==> src/rtl/inst_fetch_pkg.sv <==
// rtl/inst_fetch_pkg.sv - shared IF-stage bus defines and PC helper
`ifndef INST_FETCH_DEFINES
`define INST_FETCH_DEFINES
`define InstAddrBus 31:0
`define InstBus 31:0
`define ZeroInst 32'h0000_0000
`define ChipEnable 1'b1
`define ChipDisable 1'b0
`define RstEnable 1'b0
`endif

package inst_fetch_pkg;
  localparam logic [31:0] PC_STEP = 32'd4;

  // Natural 32-bit wrap: 32'hFFFF_FFFC advances to 0.
  function automatic logic [31:0] next_pc(input logic [31:0] pc);
    return pc + PC_STEP;
  endfunction
endpackage

==> src/rtl/inst_fetch_fifo.sv <==
// rtl/inst_fetch_fifo.sv - DEPTH-entry instruction buffer with flush and occupancy count
module inst_fetch_fifo #(
  parameter int DEPTH = 2,
  parameter int WIDTH = 64,
  localparam int PW = (DEPTH > 1) ? $clog2(DEPTH) : 1,
  localparam int CW = $clog2(DEPTH) + 1
) (
  input  logic             clk,
  input  logic             rst,
  input  logic             flush,
  input  logic             push,
  input  logic             pop,
  input  logic [WIDTH-1:0] wdata,
  output logic [WIDTH-1:0] rdata,
  output logic [CW-1:0]    count
);
  localparam logic [PW-1:0] PTR_ONE = PW'(1);
  localparam logic [CW-1:0] CNT_ONE = CW'(1);

  logic [WIDTH-1:0] mem [DEPTH];
  logic [PW-1:0]    wr_ptr;
  logic [PW-1:0]    rd_ptr;

  always_ff @(posedge clk or negedge rst) begin
    if (rst == `RstEnable) begin
      wr_ptr <= '0;
      rd_ptr <= '0;
      count  <= '0;
    end else if (flush) begin
      wr_ptr <= '0;
      rd_ptr <= '0;
      count  <= '0;
    end else begin
      if (push) wr_ptr <= wr_ptr + PTR_ONE;
      if (pop)  rd_ptr <= rd_ptr + PTR_ONE;
      if (push && !pop)      count <= count + CNT_ONE;
      else if (pop && !push) count <= count - CNT_ONE;
    end
  end

  // When full with a pop, wr_ptr == rd_ptr and the slot being overwritten is the one leaving.
  always_ff @(posedge clk) begin
    if (push && !flush) mem[wr_ptr] <= wdata;
  end

  assign rdata = mem[rd_ptr];
endmodule

==> src/rtl/inst_fetch.sv <==
// rtl/inst_fetch.sv - IF-stage PC generator and instruction buffer
// Optional misaligned-fetch flag per entry: INST_FETCH_MISALIGN_CHK_EN
module inst_fetch
  import inst_fetch_pkg::*;
#(
  parameter logic [31:0] RESET_ADDR = 32'h0000_0000,
  parameter int          DEPTH      = 2
) (
  input  logic                clk,
  input  logic                rst,
  output logic                rom_ce_o,
  output logic [`InstAddrBus] rom_addr_o,
  input  logic [`InstBus]     rom_inst_i,
  input  logic                jump_flag_i,
  input  logic [`InstAddrBus] jump_addr_i,
  output logic                id_valid_o,
  input  logic                id_ready_i,
  output logic [`InstBus]     inst_o,
  output logic [`InstAddrBus] inst_addr_o
`ifdef INST_FETCH_MISALIGN_CHK_EN
  ,
  output logic                inst_misalign_o
`endif
);
  localparam int CW = $clog2(DEPTH) + 1;
  localparam logic [CW-1:0] FULL_CNT = CW'(DEPTH);
`ifdef INST_FETCH_MISALIGN_CHK_EN
  localparam int EW = 65;
`else
  localparam int EW = 64;
`endif

  logic [31:0]   pc;
  logic          run;
  logic          fetch;
  logic          pop;
  logic          not_empty;
  logic [CW-1:0] count;
  logic [EW-1:0] wdata;
  logic [EW-1:0] rdata;

  assign not_empty  = (count != '0);
  assign id_valid_o = not_empty & ~jump_flag_i;
  assign pop        = id_valid_o & id_ready_i;
  assign fetch      = run & ~jump_flag_i & ((count != FULL_CNT) | pop);
  assign rom_ce_o   = fetch ? `ChipEnable : `ChipDisable;
  assign rom_addr_o = pc;

`ifdef INST_FETCH_MISALIGN_CHK_EN
  assign wdata           = {pc, rom_inst_i, (pc[1:0] != 2'b00)};
  assign inst_misalign_o = not_empty & rdata[0];
  assign inst_addr_o     = not_empty ? rdata[64:33] : 32'h0;
  assign inst_o          = not_empty ? rdata[32:1]  : `ZeroInst;
`else
  assign wdata       = {pc, rom_inst_i};
  assign inst_addr_o = not_empty ? rdata[63:32] : 32'h0;
  assign inst_o      = not_empty ? rdata[31:0]  : `ZeroInst;
`endif

  // run delays the first fetch by one cycle so the ROM sees a clean start.
  always_ff @(posedge clk or negedge rst) begin
    if (rst == `RstEnable) begin
      pc  <= RESET_ADDR;
      run <= 1'b0;
    end else begin
      run <= 1'b1;
      if (jump_flag_i) pc <= jump_addr_i;
      else if (fetch)  pc <= next_pc(pc);
    end
  end

  inst_fetch_fifo #(
    .DEPTH (DEPTH),
    .WIDTH (EW)
  ) u_fifo (
    .clk   (clk),
    .rst   (rst),
    .flush (jump_flag_i),
    .push  (fetch),
    .pop   (pop),
    .wdata (wdata),
    .rdata (rdata),
    .count (count)
  );
endmodule
==> config.mk <==
export PLATFORM = sky130hd
export DESIGN_NAME = inst_fetch
export DESIGN_NICKNAME = d
export VERILOG_FILES = /design/src/rtl/inst_fetch_pkg.sv /design/src/rtl/inst_fetch_fifo.sv /design/src/rtl/inst_fetch.sv
export SDC_FILE = /design/constraint.sdc
export NUM_CORES = 1
export LEC_CHECK = 0
export ABC_AREA = 1
export CAP_MARGIN = 20
export CORE_UTILIZATION = 54
export DETAILED_ROUTE_END_ITERATION = 6
export PLACE_DENSITY = 0.93
export SLEW_MARGIN = 0
export SYNTH_ARGS = -nofsm -noshare
export SYNTH_HDL_FRONTEND = slang
export SYNTH_SLANG_ARGS = --single-unit
==> constraint.sdc <==
create_clock -name clk -period 6.3 [get_ports clk]
set_input_delay 0.945 -clock clk [delete_from_list [all_inputs] [get_ports clk]]
set_output_delay 0.945 -clock clk [all_outputs]
set_load 0.02 [all_outputs]
======== After elaboration in Yosys (flattened, before gate mapping) ========
Memory sizes are Yosys's and may differ from the RTL's.
Cells that the tools add are included.
storage, ports and cells
  bits in registers ....................... 37
  RAM bits ................................ 128
  input port bits ......................... 68
  output and inout bits ................... 98
  word-level logic and storage cells ...... 42
  memories kept ........................... 1
cells by class
  add/sub/neg operators ................... 5
  eq/ne operators ......................... 1
  muxes and demuxes ....................... 14
  bitwise logic cells ..................... 6
  reduce and logical (&&, ||, !) cells .... 10
memory list
  memory      words  bits a word  read ports  clocked after Yosys merged registers in  wr ports  RTL line               text
  u_fifo.mem  2      64           1           0                                        1         inst_fetch_fifo.sv:20  logic [WIDTH-1:0] mem [DEPTH];
operators by type and width
  cell                   number
  $mux 32                4
  $add 32x3->32 const B  1
  $mux 1                 7
  $mux 2                 3
  $reduce_bool 2->1      3
  $and 1x1->1            4
  $logic_and 1x1->1      3
  $logic_not 1->1        3
  $reduce_bool 3->1      1
  $add 1x1->1 const B    2
  $add 2x1->2 const B    1
  $ne 2x2->1 const B     1
  $sub 2x1->2 const B    1
  $not 1->1              1
  $or 1x1->1             1

======== Longest topological paths before layout ========
Gate-level depths: netlist of the first run.
  depth in word-level cells ............... 10
  depth in mapped cells ................... 10
  gate-level depth less buffers ........... 10

======== Hierarchy ========
Synthesis of the first run repeated with hierarchy kept, for this count alone.
unflattened totals
  cell total of the unflattened synthesis .. 757
  area, all modules ....................... 8015.2 um2
modules (own cells, without submodules)
  module           times used  cells an instance  area each (um2)  sequential area each (um2)
  inst_fetch_fifo  1           234                4997.3           3943.8
  inst_fetch       1           523                3017.9           825.8

======== Worst setup path before layout of the first run ========
No wires, ideal clock.
  kind .................................... input-to-reg
  from .................................... in jump_flag_i
  to ...................................... mem u_fifo.mem[1][0] (enable)
  setup time .............................. 0.486 ns
  arrival time ............................ 4.275 ns
  data required time ...................... 5.814 ns
  path slack .............................. 1.539 ns
  cell stages on the path ................. 7
  path buffers ............................ 2
  cells stage by stage .................... buf_6 -> inv_1 -> nand3_4 -> nand2_2 -> nand2_4 -> buf_4 -> nor2_1
on the way
  word-level cells in the longest chain between the ends .. 8
  elaborated cells between the ends (all ways) .. 10
  classes of those cells .................. 2 x mux; 6 x bitwise; 2 x reduce/logical
RTL lines
  element                         RTL line                            text
  start: declaration              inst_fetch.sv:14                    input logic jump_flag_i,
  $not 1->1                       inst_fetch.sv:43, inst_fetch.sv:45
  $and 1x1->1                     inst_fetch.sv:43                    assign id_valid_o = not_empty & ~jump_flag_i;
  $and 1x1->1                     inst_fetch.sv:44                    assign pop = id_valid_o & id_ready_i;
  $or 1x1->1                      inst_fetch.sv:45                    assign fetch = run & ~jump_flag_i & ((count != FULL_CNT) | pop);
  $and 1x1->1                     inst_fetch.sv:45
  $logic_and 1x1->1 *             inst_fetch_fifo.sv:43               if (push && !flush) mem[wr_ptr] <= wdata;
  $mux 1 *                        inst_fetch_fifo.sv:43
  $mux 1 (not written as such) *  inst_fetch_fifo.sv:43
  end: declaration                inst_fetch_fifo.sv:20
Every way passes the cells marked *; elsewhere a longest branch is shown, timed or not.

======== Worst setup path in the final report of the first run ========
  from .................................... in jump_flag_i
  to ...................................... out rom_ce_o
on the way
  word-level cells in the longest chain between the ends .. 6
  elaborated cells between the ends (all ways) .. 7
  classes of those cells .................. 1 x mux; 6 x bitwise
RTL lines
  element             RTL line                            text
  $not 1->1 *         inst_fetch.sv:43, inst_fetch.sv:45
  $and 1x1->1         inst_fetch.sv:43
  $and 1x1->1         inst_fetch.sv:44
  $or 1x1->1          inst_fetch.sv:45
  $and 1x1->1 *       inst_fetch.sv:45
  $mux 1 (no line) *  n/a
  end: declaration    inst_fetch.sv:11                    output logic rom_ce_o,
Marked as above.

==> Implementation_results.wiki, run 1 <==
{| class="wikitable"
! Metric !! Value
|-
| Yosys synthesis warning count || 0
|-
| Post-CTS Setup Repair Bufs || 0
|-
| Slew at the pin with the worst max-slew slack || 977 ps
|-
| LEAKAGE || 3.84 nW
|-
| Worst-Skew Late Latency || 430 ps
|-
| Total routed wirelength || ~19 mm
|-
| Period Utilization, post-route || 0.665
|-
| Die height || 119 microns
|-
| TritonRoute pass-1 iters || 5
|-
| CTS buffer count || 17
|-
| Cell Rows || 42
|-
| Worst setup SP type || primary input
|-
| PwrDens || ~320 nW/um^2
|-
| Final clock skew || around 8 ps
|-
| Final Hold Slack || about 550 ps
|-
| Final Hold Vio Count || 0
|-
| Combined flip-flop and latch cell area || about 4800 sq um
|-
| Commonest non-fill, non-tap cells in the layout || nand2_1 (311), clkdlybuf4s50_1 (164), edfxtp_1 (128)
|-
| Setup repair after global routing missed its margin || false
|-
| Largest net degree at the start of global routing || 67
|-
| N_diodes || 0
|-
| Sequential cell fraction of total power || 0.435
|-
| Footprint of the multi-input gates || 2290 sq um
|-
| Number of H-tree levels || 4
|-
| Number of cells produced by synthesis || roughly 760
|-
| Tot GR Track Use || 0.273
|-
| Antenna violations before repair || 0
|-
| Bufs on Longest Clock Path || 2
|-
| Die W || between 100 and 150 microns
|-
| Worst path required time || approximately 5400 ps
|-
| Final worst path period need || around 4200 ps
|-
| Total power draw || 3.12 mW
|-
| Cell Area, Placed || just over 9000 sq um
|-
| Max Transition Viols Final || 0
|-
| Avg Cell Area, Syn || approximately 9.6 sq um
|-
| Via density per instance || 5.34
|-
| Switching share of power || 0.282
|-
| Starting density of the core || 0.554
|-
| Net count after synthesis || around 830
|-
| Post-Place Setup Slack || between 2000 and 2500 ps
|-
| Headroom to the max-slew limit || 0.347
|-
| DR iter-0 viols || 650
|-
| Share of synthesized flip-flops with an asynchronous set or reset || 0.224
|-
| WL per Instance || roughly 17 microns
|-
| Critical Path Fanout Max || 29
|-
| Setup violations, final || 0
|-
| Flip-flop and latch count after synthesis || around 170
|-
| Combinational share of power || 0.201
|-
| RePlAce Congestion || 0.914
|-
| Total die area || around 14000 sq um
|-
| Clock share of power || 0.364
|-
| Commonest non-fill, non-tap cell in the layout || nand2_1
|-
| Final setup TNS || 0 ps
|-
| PortBufs || about 170
|-
| Min setup slack post-route || roughly 2100 ps
|-
| Global route overflow || 0
|-
| Hold crit path type || reg2reg
|-
| Root cell of the clock tree || clkbuf_16
|-
| Sinks on the clock net || roughly 170
|-
| Share of the yosys chip area belonging to registers || 0.648
|-
| Hold-fix buffers at CTS || 0
|-
| Number of filler cells placed in the layout || 860
|-
| Cell type contributing the most total cell area after synthesis || edfxtp_1
|-
| Final HPWL DP || roughly 12 mm
|-
| Clock-pin slew on the worst setup and hold paths || about 60 ps
|-
| Number of enable flip-flop cells after synthesis || about 130
|-
| Area of the mapped netlist || 7360 sq um
|-
| Synth unique cells || 29
|-
| Share of final-layout standard cells stronger than drive strength 1 || 0.0619
|-
| Count of boundary I/O pins || between 150 and 200
|-
| Maximum capacitance violations || 0
|-
| Detailed-route DRC error count || 0
|-
| Post-layout utilization of the core || 0.738
|-
| Remaining antenna violation count after routing || 0
|-
| Max IR drop VDD || 0.000174 V
|-
| Register-to-register setup slack || about 3400 ps
|-
| Most instantiated flip-flop cell in the synthesis netlist || edfxtp_1
|-
| TritonCTS clock tree || built
|-
| Worst Path Arrival || between 3000 and 4000 ps
|-
| Power Internal || 2.24 mW
|-
| Final std cell area, no fill || between 9000 and 10000 sq um
|-
| First-pass GRT wire length || between 20 and 30 mm
|-
| Placed cell count || 1080
|-
| Area share of the largest cell type after synthesis || 0.522
|-
| Placeable core area || 13300 sq um
|-
| Kind of capture point of the worst setup path || output pin
|-
| Final net count || 993
|-
| Layout overhead on the synthesized area || 33.2%
|-
| Top post-synthesis cells by area || edfxtp_1 (52%), nand2_1 (16%), dfrtp_1 (13%)
|-
| DR vias || 5942
|-
| Max Freq || 239 MHz
|-
| Status || finished, final reports clean
|-
| Power spent charging and discharging nets || between 0.8 and 0.9 mW
|-
| Crit path kind || in2out
|-
| Count of cells resized by post-cts repair || 0
|-
| Filler-free cell count of the finished design || 1113
|-
| Number of global-route vias before repair || 5829
|}
## path summary, 6_finish.rpt
kind                            startpoint                end  depth (start not counted)
max                            jump_flag_i           rom_ce_o                          6
min                          rom_addr_o[1]  u_fifo.mem[1][33]                          0
max reg2reg                u_fifo.count[0]  u_fifo.mem[0][14]                          8
min reg2reg                  rom_addr_o[1]  u_fifo.mem[1][33]                          0
max in group asynchronous              rst      u_fifo.rd_ptr                          1
min in group asynchronous              rst                run                          1
## cell families after synthesis
| kind of cell | share of synthesized area |
|---|---|
| AOI/OAI and AO/OA | 0.0574 |
| adders and majority gates | 0.00170 |
| other | 0.000509 |
| buffers and inverters | 0.0440 |
| xor gates and xnor gates | 0.0119 |
| and+or+nand+nor | 0.237 |
| DFF | 0.648 |
## sequential cells by signal, indices dropped and copies added (netlist names)
name,cells
u_fifo.rd_ptr,1
u_fifo.count,2
run,1
rom_addr_o,32
u_fifo.wr_ptr,1
u_fifo.mem,128
## worst max-delay path, cell delays in order
cell,delay [ps]
clkdlybuf4s50_1,410
inv_1,530
nand3_4,190
a21boi_2,160
buf_4,330
clkdlybuf4s50_1,680
## cells in the mapped netlist, types with 4 or more instances
library cell / number
a21oi_1: 65
buf_2: 7
clkbuf_1: 16
dfrtp_1: 37
edfxtp_1: 128
inv_1: 42
nand2_1: 311
nand3_1: 59
nor2_1: 51
o21ai_0: 4
o21bai_1: 6
xnor2_1: 5
xor2_1: 5
## power by group through the flow
stage,Clock (mW),Sequential (mW),Combinational (mW)
2_1_floorplan,0,1.38,0.306
3_3_place_gp,0,1.37,0.605
3_5_place_dp,0,1.37,0.621
4_1_cts,1.14,1.35,0.626
5_1_grt,1.18,1.36,0.676
6_report,1.13,1.35,0.627
## metal layers
metal	wire length (microns)	global-route usage
met1	7300	0.333
met2	9400	0.457
met3	1280	0.0550
met4	579	0.144
met5	0	0
## layout make-up
class                      count  area share
sequential                   165       0.486
multi-input combinational    523       0.233
timing repair buffer         172       0.174
clock buffer                  17      0.0434
clock inverter                15      0.0232
tap                          176      0.0224
inverter                      45      0.0172
No activity file was read; power rests on OpenSTA's default activity.
==> run 2, diff against run 1 <==
--- a/config.mk
+++ b/config.mk
@@ -7,9 +7,9 @@
 export LEC_CHECK = 0
 export ABC_AREA = 1
 export CAP_MARGIN = 20
-export CORE_UTILIZATION = 54
+export CORE_UTILIZATION = 51
 export DETAILED_ROUTE_END_ITERATION = 6
-export PLACE_DENSITY = 0.93
+export PLACE_DENSITY = 0.89
 export SLEW_MARGIN = 0
 export SYNTH_ARGS = -nofsm -noshare
 export SYNTH_HDL_FRONTEND = slang
==> constraint.sdc (replaced) <==
create_clock -name clk -period 4.3 [get_ports clk]
set_input_delay 0.645 -clock clk [delete_from_list [all_inputs] [get_ports clk]]
set_output_delay 0.645 -clock clk [all_outputs]
set_load 0.02 [all_outputs]
==> run 2 against run 1 <==
  * Register-to-register slack got worse by 1500 ps
  * Global-route usage fell by 1.9 points
  * Clock power rose by 36%
  * Die area rose by 5.8%
  * Count of clock-buffer cells in the layout did not move
  * Final cell count rose by 0.72%
  * Combinational power rose by 47%
  * Via count fell by 0.22%
  * Design area rose by 0.23%
  * Core utilization fell by 3.5 points
  * Largest cell class unchanged
==> Implementation_results.wiki, run 2 (synthesis gave the netlist of run 1 again) <==
{| class="wikitable"
! Metric !! Value
|-
| Period Utilization, post-route || 0.781
|-
| Final worst path period need || about 3400 ps
|-
| Capture instance of the worst register-to-register path || u_fifo.mem[0][54]
|-
| Final Hold Vio Count || 0 (unchanged)
|-
| Share of final-layout standard cells stronger than drive strength 1 || 0.0648 (+0.00292)
|-
| Largest register FFs || 128 (unchanged)
|-
| Post-CTS Setup Repair Bufs || 0 (unchanged)
|-
| Bufs on Longest Clock Path || 2 (unchanged)
|-
| Status || finished, final reports clean
|-
| Antenna violations before repair || 0 (unchanged)
|-
| N_diodes || 0 (unchanged)
|-
| Post-Place Setup Slack || 983 ps (-1120 ps)
|-
| CTS buffer count || 17 (unchanged)
|-
| First-pass GRT wire length || 28.3 mm (-2.4%)
|-
| DR vias || 5929 (-0.22%)
|-
| Final Hold Slack || 341 ps (-206 ps)
|-
| Remaining antenna violation count after routing || 0 (unchanged)
|-
| Commonest non-fill, non-tap cells in the layout || nand2_1 (311), clkdlybuf4s50_1 (164), edfxtp_1 (128)
|-
| Final clock skew || 6.60 ps (-1.45 ps)
|-
| Worst path required time || 3650 ps (-1700 ps)
|-
| PwrDens || 451 nW/um^2 (+42%)
|-
| Critical Path Fanout Max || 12 (-59%)
|-
| Number of global-route vias before repair || 5756 (-1.3%)
|-
| Number of H-tree levels || 4 (unchanged)
|-
| Buffering stage count on the worst path with inverters included || 3 (-1)
|-
| Register-to-register setup slack || 1930 ps (-1480 ps)
|-
| Number of filler cells placed in the layout || 1030 (+20%)
|-
| Hold crit path type || in2async
|-
| Count of boundary I/O pins || 166 (unchanged)
|-
| WL per Instance || 16.0 microns (-3.8%)
|-
| Root cell of the clock tree || clkbuf_16
|-
| PortBufs || 165 (unchanged)
|-
| Maximum capacitance violations || 0 (unchanged)
|-
| Min setup slack post-route || 942 ps (-1170 ps)
|-
| Final HPWL DP || 11.6 mm (-3.4%)
|-
| Critical path's top delay family || buffers and inverters
|-
| Hold-fix buffers at CTS || 0 (unchanged)
|-
| Total routed wirelength || 18.0 mm (-3.1%)
|-
| Kind of capture point of the worst setup path || output pin
|-
| Logic depth of the worst register-to-register path || 7 (-1)
|-
| Final setup TNS || 0 ps (unchanged)
|-
| Count of cells resized by post-cts repair || 0 (unchanged)
|-
| Sinks on the clock net || 165 (unchanged)
|-
| LEAKAGE || 3.84 nW (about the same)
|-
| Register ranked first by flip-flop count || u_fifo.mem
|-
| Layout overhead on the synthesized area || 33.5%
|-
| Die W || 122 microns (+2.8%)
|-
| Placeable core area || 14000 sq um (+5.2%)
|-
| Worst-Skew Late Latency || 420 ps (about the same)
|-
| Cell Rows || 43 (+2.4%)
|-
| Headroom to the max-slew limit || 0.425 (+0.0782)
|-
| Setup repair after global routing missed its margin || false
|-
| Post-layout utilization of the core || 0.703 (-0.0350)
|-
| Slew at the pin with the worst max-slew slack || 862 ps (-115 ps)
|-
| Launching point of the worst reg2reg path || u_fifo.count[0]
|-
| RePlAce Congestion || 0.902 (-1.2%)
|-
| Crit path kind || in2out
|-
| Final net count || 997 (+0.40%)
|-
| Worst Path Arrival || 2710 ps (-540 ps)
|-
| Via density per instance || 5.29 (-0.93%)
|-
| Detailed-route DRC error count || 0 (unchanged)
|-
| Max Freq || approximately 300 MHz
|-
| Max Transition Viols Final || 0 (unchanged)
|-
| Commonest non-fill, non-tap cell in the layout || nand2_1
|-
| Critical-path top delay cell || clkdlybuf4s50_1
|-
| Largest net degree at the start of global routing || 67 (unchanged)
|-
| Maximum single-stage delay on the critical path || 700 ps (+20 ps)
|-
| Global route overflow || 0 (unchanged)
|-
| WP depth || 5 (-1)
|-
| TritonCTS clock tree || built
|-
| Critical Path, Cell by Cell || clkdlybuf4s50_1 > inv_1 > nand3_4 > a21boi_2 > clkdlybuf4s50_1
|-
| Worst setup SP type || primary input
|-
| Max IR drop VDD || 0.000253 V (+45%)
|-
| Tot GR Track Use || 0.254 (-0.0190)
|-
| Clock-pin slew on the worst setup and hold paths || 60 ps (about the same)
|-
| TritonRoute pass-1 iters || 5 (unchanged)
|-
| DR iter-0 viols || 474 (-27%)
|-
| Starting density of the core || 0.526 (-0.0274)
|-
| Die height || 122 microns (+2.8%)
|-
| Total die area || 14900 sq um (+5.8%)
|-
| Most common cell type on the critical path || clkdlybuf4s50_1
|-
| Total power draw || 4.44 mW (+42%)
|-
| Setup violations, final || 0 (unchanged)
|}
-- run 2: cell types whose count changed in the layout (fill, tap and decap cells not counted), sizes merged --
| cell | delta |
|---|---|
| clkinv | -1 |
| buf | +4 |
| clkinvlp | +2 |
| inv | +1 |
| bufinv | -2 |
-- run 2: report_power, final --
part / leakage, nW / switching, mW / internal, mW
clock network: 0.284 / 0.620 / 0.916
registers: 1.62 / 0.117 / 1.86
logic: 1.94 / 0.535 / 0.389
-- run 2: area by class of cell --
type	instances	area, sq um	area share
flip-flops and latches	165	4770	0.485
multi-input cells	523	2290	0.232
repair buffers	176	1780	0.181
clock buffers	17	425	0.0433
well taps	180	225	0.0229
clock inverters	15	178	0.0181
inverters	45	169	0.0172
-- run 2: worst max-delay path by stage --
| stage | end | startpoint |
|---|---|---|
| finish | rom_ce_o | jump_flag_i |
| global route | rom_ce_o | jump_flag_i |
| CTS | inst_addr_o[26] | u_fifo.rd_ptr |
| detailed placement | rom_ce_o | jump_flag_i |
| global placement | rom_ce_o | jump_flag_i |
| floorplan | u_fifo.mem[1][0] | jump_flag_i |
-- run 2: worst reg2reg max path, stage by stage (launching register included) --
cell and delay, ps:
dfrtp_1 460, inv_1 110, nand2_2 120, nand3_4 110, a21boi_2 370, nand2_1 140
inv_2 370, buf_12 330
-- run 2: through the flow --
stage	instance area [sq um]	cells
2_1_floorplan	7370	764
3_3_place_gp	9210	1088
3_5_place_dp	9210	1088
4_1_cts	9810	1120
5_1_grt	9830	1121
6_report	9830	1121
-- run 2: metal layers --
| metal | wire length, microns | up-vias | global-route usage |
|---|---|---|---|
| met5 | 0 | - | 0 |
| met4 | 359 | 0 | 0.0892 |
| met3 | 1260 | 35 | 0.0534 |
| met2 | 9040 | 243 | 0.441 |
| met1 | 7330 | 2798 | 0.312 |
| li1 | - | 2853 | - |
